$ cat src/rtl/sync_updown_counter_if.sv
// sync_updown_counter_if: count-control and count-output bundle for the up/down counter
interface sync_updown_counter_if #(parameter int WIDTH = 3);
  logic t;
  logic M;
  logic [WIDTH-1:0] q;
  logic [WIDTH-1:0] qb;
  logic tc;
  modport master (output t, M, input q, qb, tc);
  modport slave (input t, M, output q, qb, tc);
endinterface

$ cat src/rtl/sync_updown_counter.sv
// sync_updown_counter: synchronous up/down counter built from a chain of toggle stages
module sync_updown_counter #(parameter int WIDTH = 3) (
  input logic clk,
  input logic res,
  sync_updown_counter_if.slave bus
);
  logic [WIDTH-1:0] cnt;
  logic [WIDTH-1:0] tog;
  // a stage toggles only when every lower stage sits at its terminal value for the direction
  assign tog[0] = bus.t;
  for (genvar g = 1; g < WIDTH; g++) begin : g_stage
    assign tog[g] = tog[g-1] & (bus.M ? ~cnt[g-1] : cnt[g-1]);
  end
  always_ff @(posedge clk)
    if (res) cnt <= '0;
    else cnt <= cnt ^ tog;
  assign bus.q = cnt;
  assign bus.qb = ~cnt;
  assign bus.tc = bus.t & (bus.M ? (cnt == '0) : (&cnt));
endmodule

$ cat src/flat_wrapper.sv
// flat-port wrapper written by rule: the top's interface ports become plain ports
module sync_updown_counter_flat 
#(parameter int WIDTH = 3)
  (clk, res, bus_t, bus_M, bus_q, bus_qb, bus_tc);
  sync_updown_counter_if #(.WIDTH(WIDTH)) bus_i ();
  input logic clk;
  input logic res;
  input wire logic [$bits(bus_i.t)-1:0] bus_t;
  input wire logic [$bits(bus_i.M)-1:0] bus_M;
  output wire logic [$bits(bus_i.q)-1:0] bus_q;
  output wire logic [$bits(bus_i.qb)-1:0] bus_qb;
  output wire logic [$bits(bus_i.tc)-1:0] bus_tc;
  assign bus_i.t = bus_t;
  assign bus_i.M = bus_M;
  assign bus_q = bus_i.q;
  assign bus_qb = bus_i.qb;
  assign bus_tc = bus_i.tc;
  sync_updown_counter #(.WIDTH(WIDTH)) u_core (.clk(clk), .res(res), .bus(bus_i));
endmodule
$ cat config.mk
export PLATFORM = sky130hd
export DESIGN_NAME = sync_updown_counter_flat
export DESIGN_NICKNAME = d
export VERILOG_FILES = /design/src/rtl/sync_updown_counter_if.sv /design/src/rtl/sync_updown_counter.sv /design/src/flat_wrapper.sv
export SDC_FILE = /design/constraint.sdc
export NUM_CORES = 1
export LEC_CHECK = 0
export BUFFER_PORTS_ARGS = -buffer_cell sky130_fd_sc_hd__buf_2
export CAP_MARGIN = 20
export CORE_AREA = 2 2 39 41
export DETAILED_ROUTE_END_ITERATION = 10
export DIE_AREA = 0 0 41 43
export GPL_ROUTABILITY_DRIVEN = 0
export PLACE_DENSITY = 0.42
export SLEW_MARGIN = 40
export SYNTH_ARGS = -nofsm -noshare
export SYNTH_HDL_FRONTEND = slang
export SYNTH_SLANG_ARGS = --single-unit
export TNS_END_PERCENT = 1
$ cat constraint.sdc
create_clock -name clk -period 1.3 [get_ports clk]
set_clock_uncertainty 0.15 [all_clocks]
set_input_delay 0.195 -clock clk [delete_from_list [all_inputs] [get_ports clk]]
set_output_delay 0.195 -clock clk [all_outputs]
set_load 0.01 [all_outputs]
==> impl_metrics.toml, run 1 <==
[critical_path]
crit_type = "flip-flop to output port"
start_kind = "flip-flop"
timing.rr.end = "u_core.bus.q[2]$_SDFF_PP0_"
worstPathArrival_ns = 1.36
r2r_start = "u_core.bus.q[0]$_SDFF_PP0_"
worstPathMaxFanout = 2
r2r_slack_ns = 0
crit_required_ns = 0.95
rr_worst_depth = 4
end_kind = "output port"

[sta]
finalHoldViolations = 0
drv_slew = 0
setup_viol = 2
worstMarginPinSlew_ns = 0.207
tns_ns = -0.409
max-slew-margin-rel = 0.862
min_period_ns = 1.71
post-route-period-util = 1.31
hold_slack_ns = 0.0391
fmax_ghz = 0.586
layout_setup_ws_ns = -0.406
rsz0062_at_grt = "yes"

[place]
placed_area_sq_um = 318
port_buffers = 10
dp_hpwl_um = 427
dp.cells = 55

[synthesis]
ys_seq_elements = 3
yosysSeqAreaShare = 0.348
syn-num-nets = 25
syn_area_per_cell_sq_um = 8.22
ys.warnings.count = 0
syn_inst = 21
ys_types = 15
syn_area_sq_um = 173

[routing]
detailroute.via_count = 225
wl_per_cell_um = 9.34
totalWireLength_um = 551
via_per_inst = 3.81
ant_nets = 0
drc_errors = 0
dr.pass1.iters = 2
drt_iter0_drc = 1

[floorplanning]
rows = 14
start_util = 0.125
core_sq_um = 1380
die-width_um = 41
die_area_sq_um = 1760
num_io_pins = 11
die_h_um = 43

[clocking]
insertion_delay_ns = 0.23
clk_path_buf_depth = 2
cts_root_buf = "clkbuf_4"
cts-buffers-inserted = 3
cts_tree = "built"
clk_pin_slew_ns = 0.04
cts_setup_buffers = 0
cts_hold_buf = 0
clock-sinks = 3
clock_tree.htree_level_count = 1

[final_layout]
synthToLayoutAreaGrowth_pct = 116
fin_util = 0.269
diodes = 0
instances_no_fill = 59
drive_gt1_frac = 0.721
largest_register_ffs = 3
fillCellCount = 166
layout_common_cells = "buf_2 (10), buf_4 (7), nor2_1 (4), clkbuf_4 (3)"
final_net_count = 48
final_area_sq_um = 373
final_common_cell = "buf_2"

[worst_hold_path]
min_path_cells = 2
hp-class = "primary input to flip-flop"
hold_start = "res"
holdPathEnd = "u_core.bus.q[0]$_SDFF_PP0_"

[power]
p_per_area_nw_per_um2 = 1120
leakage_nw = 0.170
vdd_drop_max_mv = 0.439

[global_route]
grt_overflow = 0
grt_max_degree = 6
grt_pass1_vias = 231
grt_use_total = 0.0792
grt_antenna_before_repair = 0
grt_pass1_wl_um = 903

[status]
status = "finished with violations"
violations = "setup timing"

[job]
drv_cap = 0
==> critical path: stages, from the launching register on <==
cell,delay [ns]
dfxtp_2,0.32
inv_2,0.04
or4_4,0.50
a21boi_2,0.13
buf_2,0.14
==> metal layers <==
layer,up-vias,track usage,wire length [um]
met5,-,0,0
met4,0,0.0800,0
met3,0,0.0157,70
met2,11,0.0938,212
met1,96,0.109,268
li1,118,-,-
==> where the power goes <==
group / switching (mW) / internal [mW]
sequential: 0.00791 / 0.104
combinational: 0.0687 / 0.0757
clock: 0.0475 / 0.115
==> timing repair <==
action,in CTS,in global routing
pin swaps,3,0
gates resized for setup,4,1
endpoints found under the setup margin,2,3
cloned,0,0
==> cell type report <==
cell class              count  area [sq um]  area share
well taps                  16          20.0      0.0537
inverters                   3          13.8      0.0369
clock buffers               4          26.3      0.0705
repair buffers             18           114       0.305
flip-flops and latches      3          65.1       0.174
multi-input cells          15           134       0.359
==> logic make-up (layout without fill, tap and decap cells) <==
| group | count (synthesis) | after routing | share of synthesized area |
|---|---|---|---|
| AND/OR/NAND/NOR | 8 | 8 | 0.239 |
| XOR/XNOR | 2 | 2 | 0.101 |
| AO/OA/AOI/OAI | 4 | 4 | 0.181 |
| buffers and inverters | 3 | 25 | 0.0652 |
| flip-flops | 3 | 3 | 0.348 |
| multiplexers | 1 | 1 | 0.0652 |
==> synth_stat cells <==
cell / n / share of area
or4_1: 1 / 0.043
xnor2_1: 1 / 0.051
inv_2: 1 / 0.022
nand2_1: 1 / 0.022
a21boi_1: 1 / 0.043
nor2_1: 4 / 0.087
nand4b_1: 1 / 0.051
mux2_2: 1 / 0.065
nand4_1: 1 / 0.036
a211oi_1: 1 / 0.043
a31o_2: 1 / 0.051
o31ai_1: 1 / 0.043
xor2_1: 1 / 0.051
dfxtp_1: 3 / 0.35
inv_1: 2 / 0.043
==> worst max-delay path by stage <==
| stage | to | startpoint | cells past startpoint |
|---|---|---|---|
| after floorplan | bus_tc | u_core.bus.q[0]$_SDFF_PP0_ | 3 |
| after global placement | bus_tc | u_core.bus.q[0]$_SDFF_PP0_ | 4 |
| after detailed placement | bus_tc | u_core.bus.q[0]$_SDFF_PP0_ | 4 |
| after CTS | bus_tc | u_core.bus.q[1]$_SDFF_PP0_ | 4 |
| after global routing | bus_tc | u_core.bus.q[1]$_SDFF_PP0_ | 4 |
| final | bus_tc | u_core.bus.q[1]$_SDFF_PP0_ | 4 |
==> stage by stage <==
stage / setup WS, ns / power (mW)
2_1_floorplan: -0.168 / 0.169
4_1_cts: -0.411 / 0.428
6_report: -0.406 / 0.419
5_1_grt: -0.449 / 0.451
3_3_place_gp: -0.172 / 0.242
3_5_place_dp: -0.187 / 0.241
Power figures use the tool's default switching activity.
==> run 2: changes to the inputs <==
PLACE_DENSITY = 0.41   (was 0.42)
clock period = 1.8 ns   (was 1.3 ns; I/O delays follow)
==> run 2 against run 1 <==
The flow now finishes without violations. Setup slack gained 0.43 ns. Global-route usage shrank 2.1 points. Power shrank 36%. Critical path type unchanged. Critical endpoint unchanged. Largest power group unchanged.
==> impl_metrics.toml, run 2 (synthesis gave the netlist of run 1 again) <==
[status]
status = "complete, no violations"

[worst_hold_path]
hp-class = "primary input to flip-flop"
hold_start = "res"

[sta]
rsz0062_at_grt = "yes"
max-slew-margin-rel = 0.832
fmax_ghz = 0.565
finalHoldViolations = 0
min_period_ns = 1.77
post-route-period-util = 0.984
tns_ns = 0
worstMarginPinSlew_ns = 0.250
setup_viol = 0
drv_slew = 0

[global_route]
grt_pass1_wl_um = 621
grt_overflow = 0
grt_max_degree = 7
grt_use_total = 0.0582
grt_antenna_before_repair = 0
grt_pass1_vias = 153

[power]
leakage_nw = 0.132
vdd_drop_max_mv = 0.246
total_power_mw = 0.269
p_per_area_nw_per_um2 = 940

[clocking]
cts_tree = "built"
clock-sinks = 3
clock_tree.htree_level_count = 1
cts_root_buf = "clkbuf_4"
clk_pin_slew_ns = 0.04
insertion_delay_ns = 0.23
clk_path_buf_depth = 2
cts-buffers-inserted = 3

[final_layout]
diodes = 0
final_net_count = 42
synthToLayoutAreaGrowth_pct = 65.9
largest_register_ffs = 3
drive_gt1_frac = 0.568
multi_input_area_sq_um = 101
fin_util = 0.207
fillCellCount = 167
final_common_cell = "buf_2"
layout_common_cells = "buf_2 (10), nor2_1 (4), clkbuf_4 (3)"
final_area_sq_um = 287
seq_area_sq_um = 62.6

[critical_path]
crit_type = "flip-flop to output port"
crit_required_ns = 1.38
start_kind = "flip-flop"
worstPathMaxFanout = 3
worstPathArrival_ns = 1.35
end_kind = "output port"
r2r_start = "u_core.bus.q[0]$_SDFF_PP0_"
worstSetupStartpoint = "u_core.bus.q[0]$_SDFF_PP0_"

[place]
port_buffers = 10
dp_hpwl_um = 357
placed_area_sq_um = 250

[floorplanning]
die-width_um = 41
die_h_um = 43
rows = 14
core_sq_um = 1380
start_util = 0.125
num_io_pins = 11
die_area_sq_um = 1760

[routing]
drt_iter0_drc = 4
wl_per_cell_um = 9.02
totalWireLength_um = 478
detailroute.via_count = 214
ant_nets = 0
via_per_inst = 4.04
drc_errors = 0
dr.pass1.iters = 5

[job]
drv_cap = 0
run 2: critical path, stage by stage (launching register included):
cell and delay [ns]:
dfxtp_2 0.32, inv_2 0.04, or4_1 0.49, a21boi_1 0.12
buf_2 0.14
run 2: path summary, 6_finish.rpt:
check / endpoint / slack, ns / cells after the start
setup reg to reg: u_core.bus.q[2]$_SDFF_PP0_ / 0.44 / 3
setup / recovery: bus_tc / 0.03 / 4
hold / removal: u_core.bus.q[0]$_SDFF_PP0_ / 0.12 / 2
hold reg to reg: u_core.bus.q[2]$_SDFF_PP0_ / 0.42 / 2
run 2: final cells by class:
cell class                      instances  share of cell area
Multi-Input combinational cell         15               0.354
Timing Repair Buffer                   12               0.227
Sequential cell                         3               0.218
Clock buffer                            4              0.0917
Tap cell                               16              0.0699
Inverter                                3              0.0393
run 2: metrics by stage:
step | cells | hold WS (ns) | setup WS (ns)
after floorplan | 21 | 0.192 | 0.107
after global placement | 48 | 0.365 | 0.193
after detailed placement | 48 | 0.359 | 0.172
after CTS | 53 | 0.108 | 0.0178
after global routing | 53 | 0.125 | -0.0375
final | 53 | 0.117 | 0.0292
run 2: power breakdown:
part / switching, mW / total, mW / internal [mW]
Clock: 0.0335 / 0.116 / 0.0830
Sequential: 0.00490 / 0.0803 / 0.0754
Combinational: 0.0389 / 0.0725 / 0.0336
run 2: routing by layer:
metal | vias to the layer above | GRT usage | wire length, um
met3 | 0 | 0.0314 | 65
li1 | 107 | - | -
met5 | - | 0 | 0
met1 | 94 | 0.0737 | 245
met4 | 0 | 0.0600 | 0
met2 | 13 | 0.0625 | 167
run 2: timing repair:
action,CTS,global route
gates cloned,0,0
gates resized for setup,2,1
setup endpoints to repair,1,1
buffers inserted,1,0
hold buffers,0,0
endpoints found under the hold margin,0,0
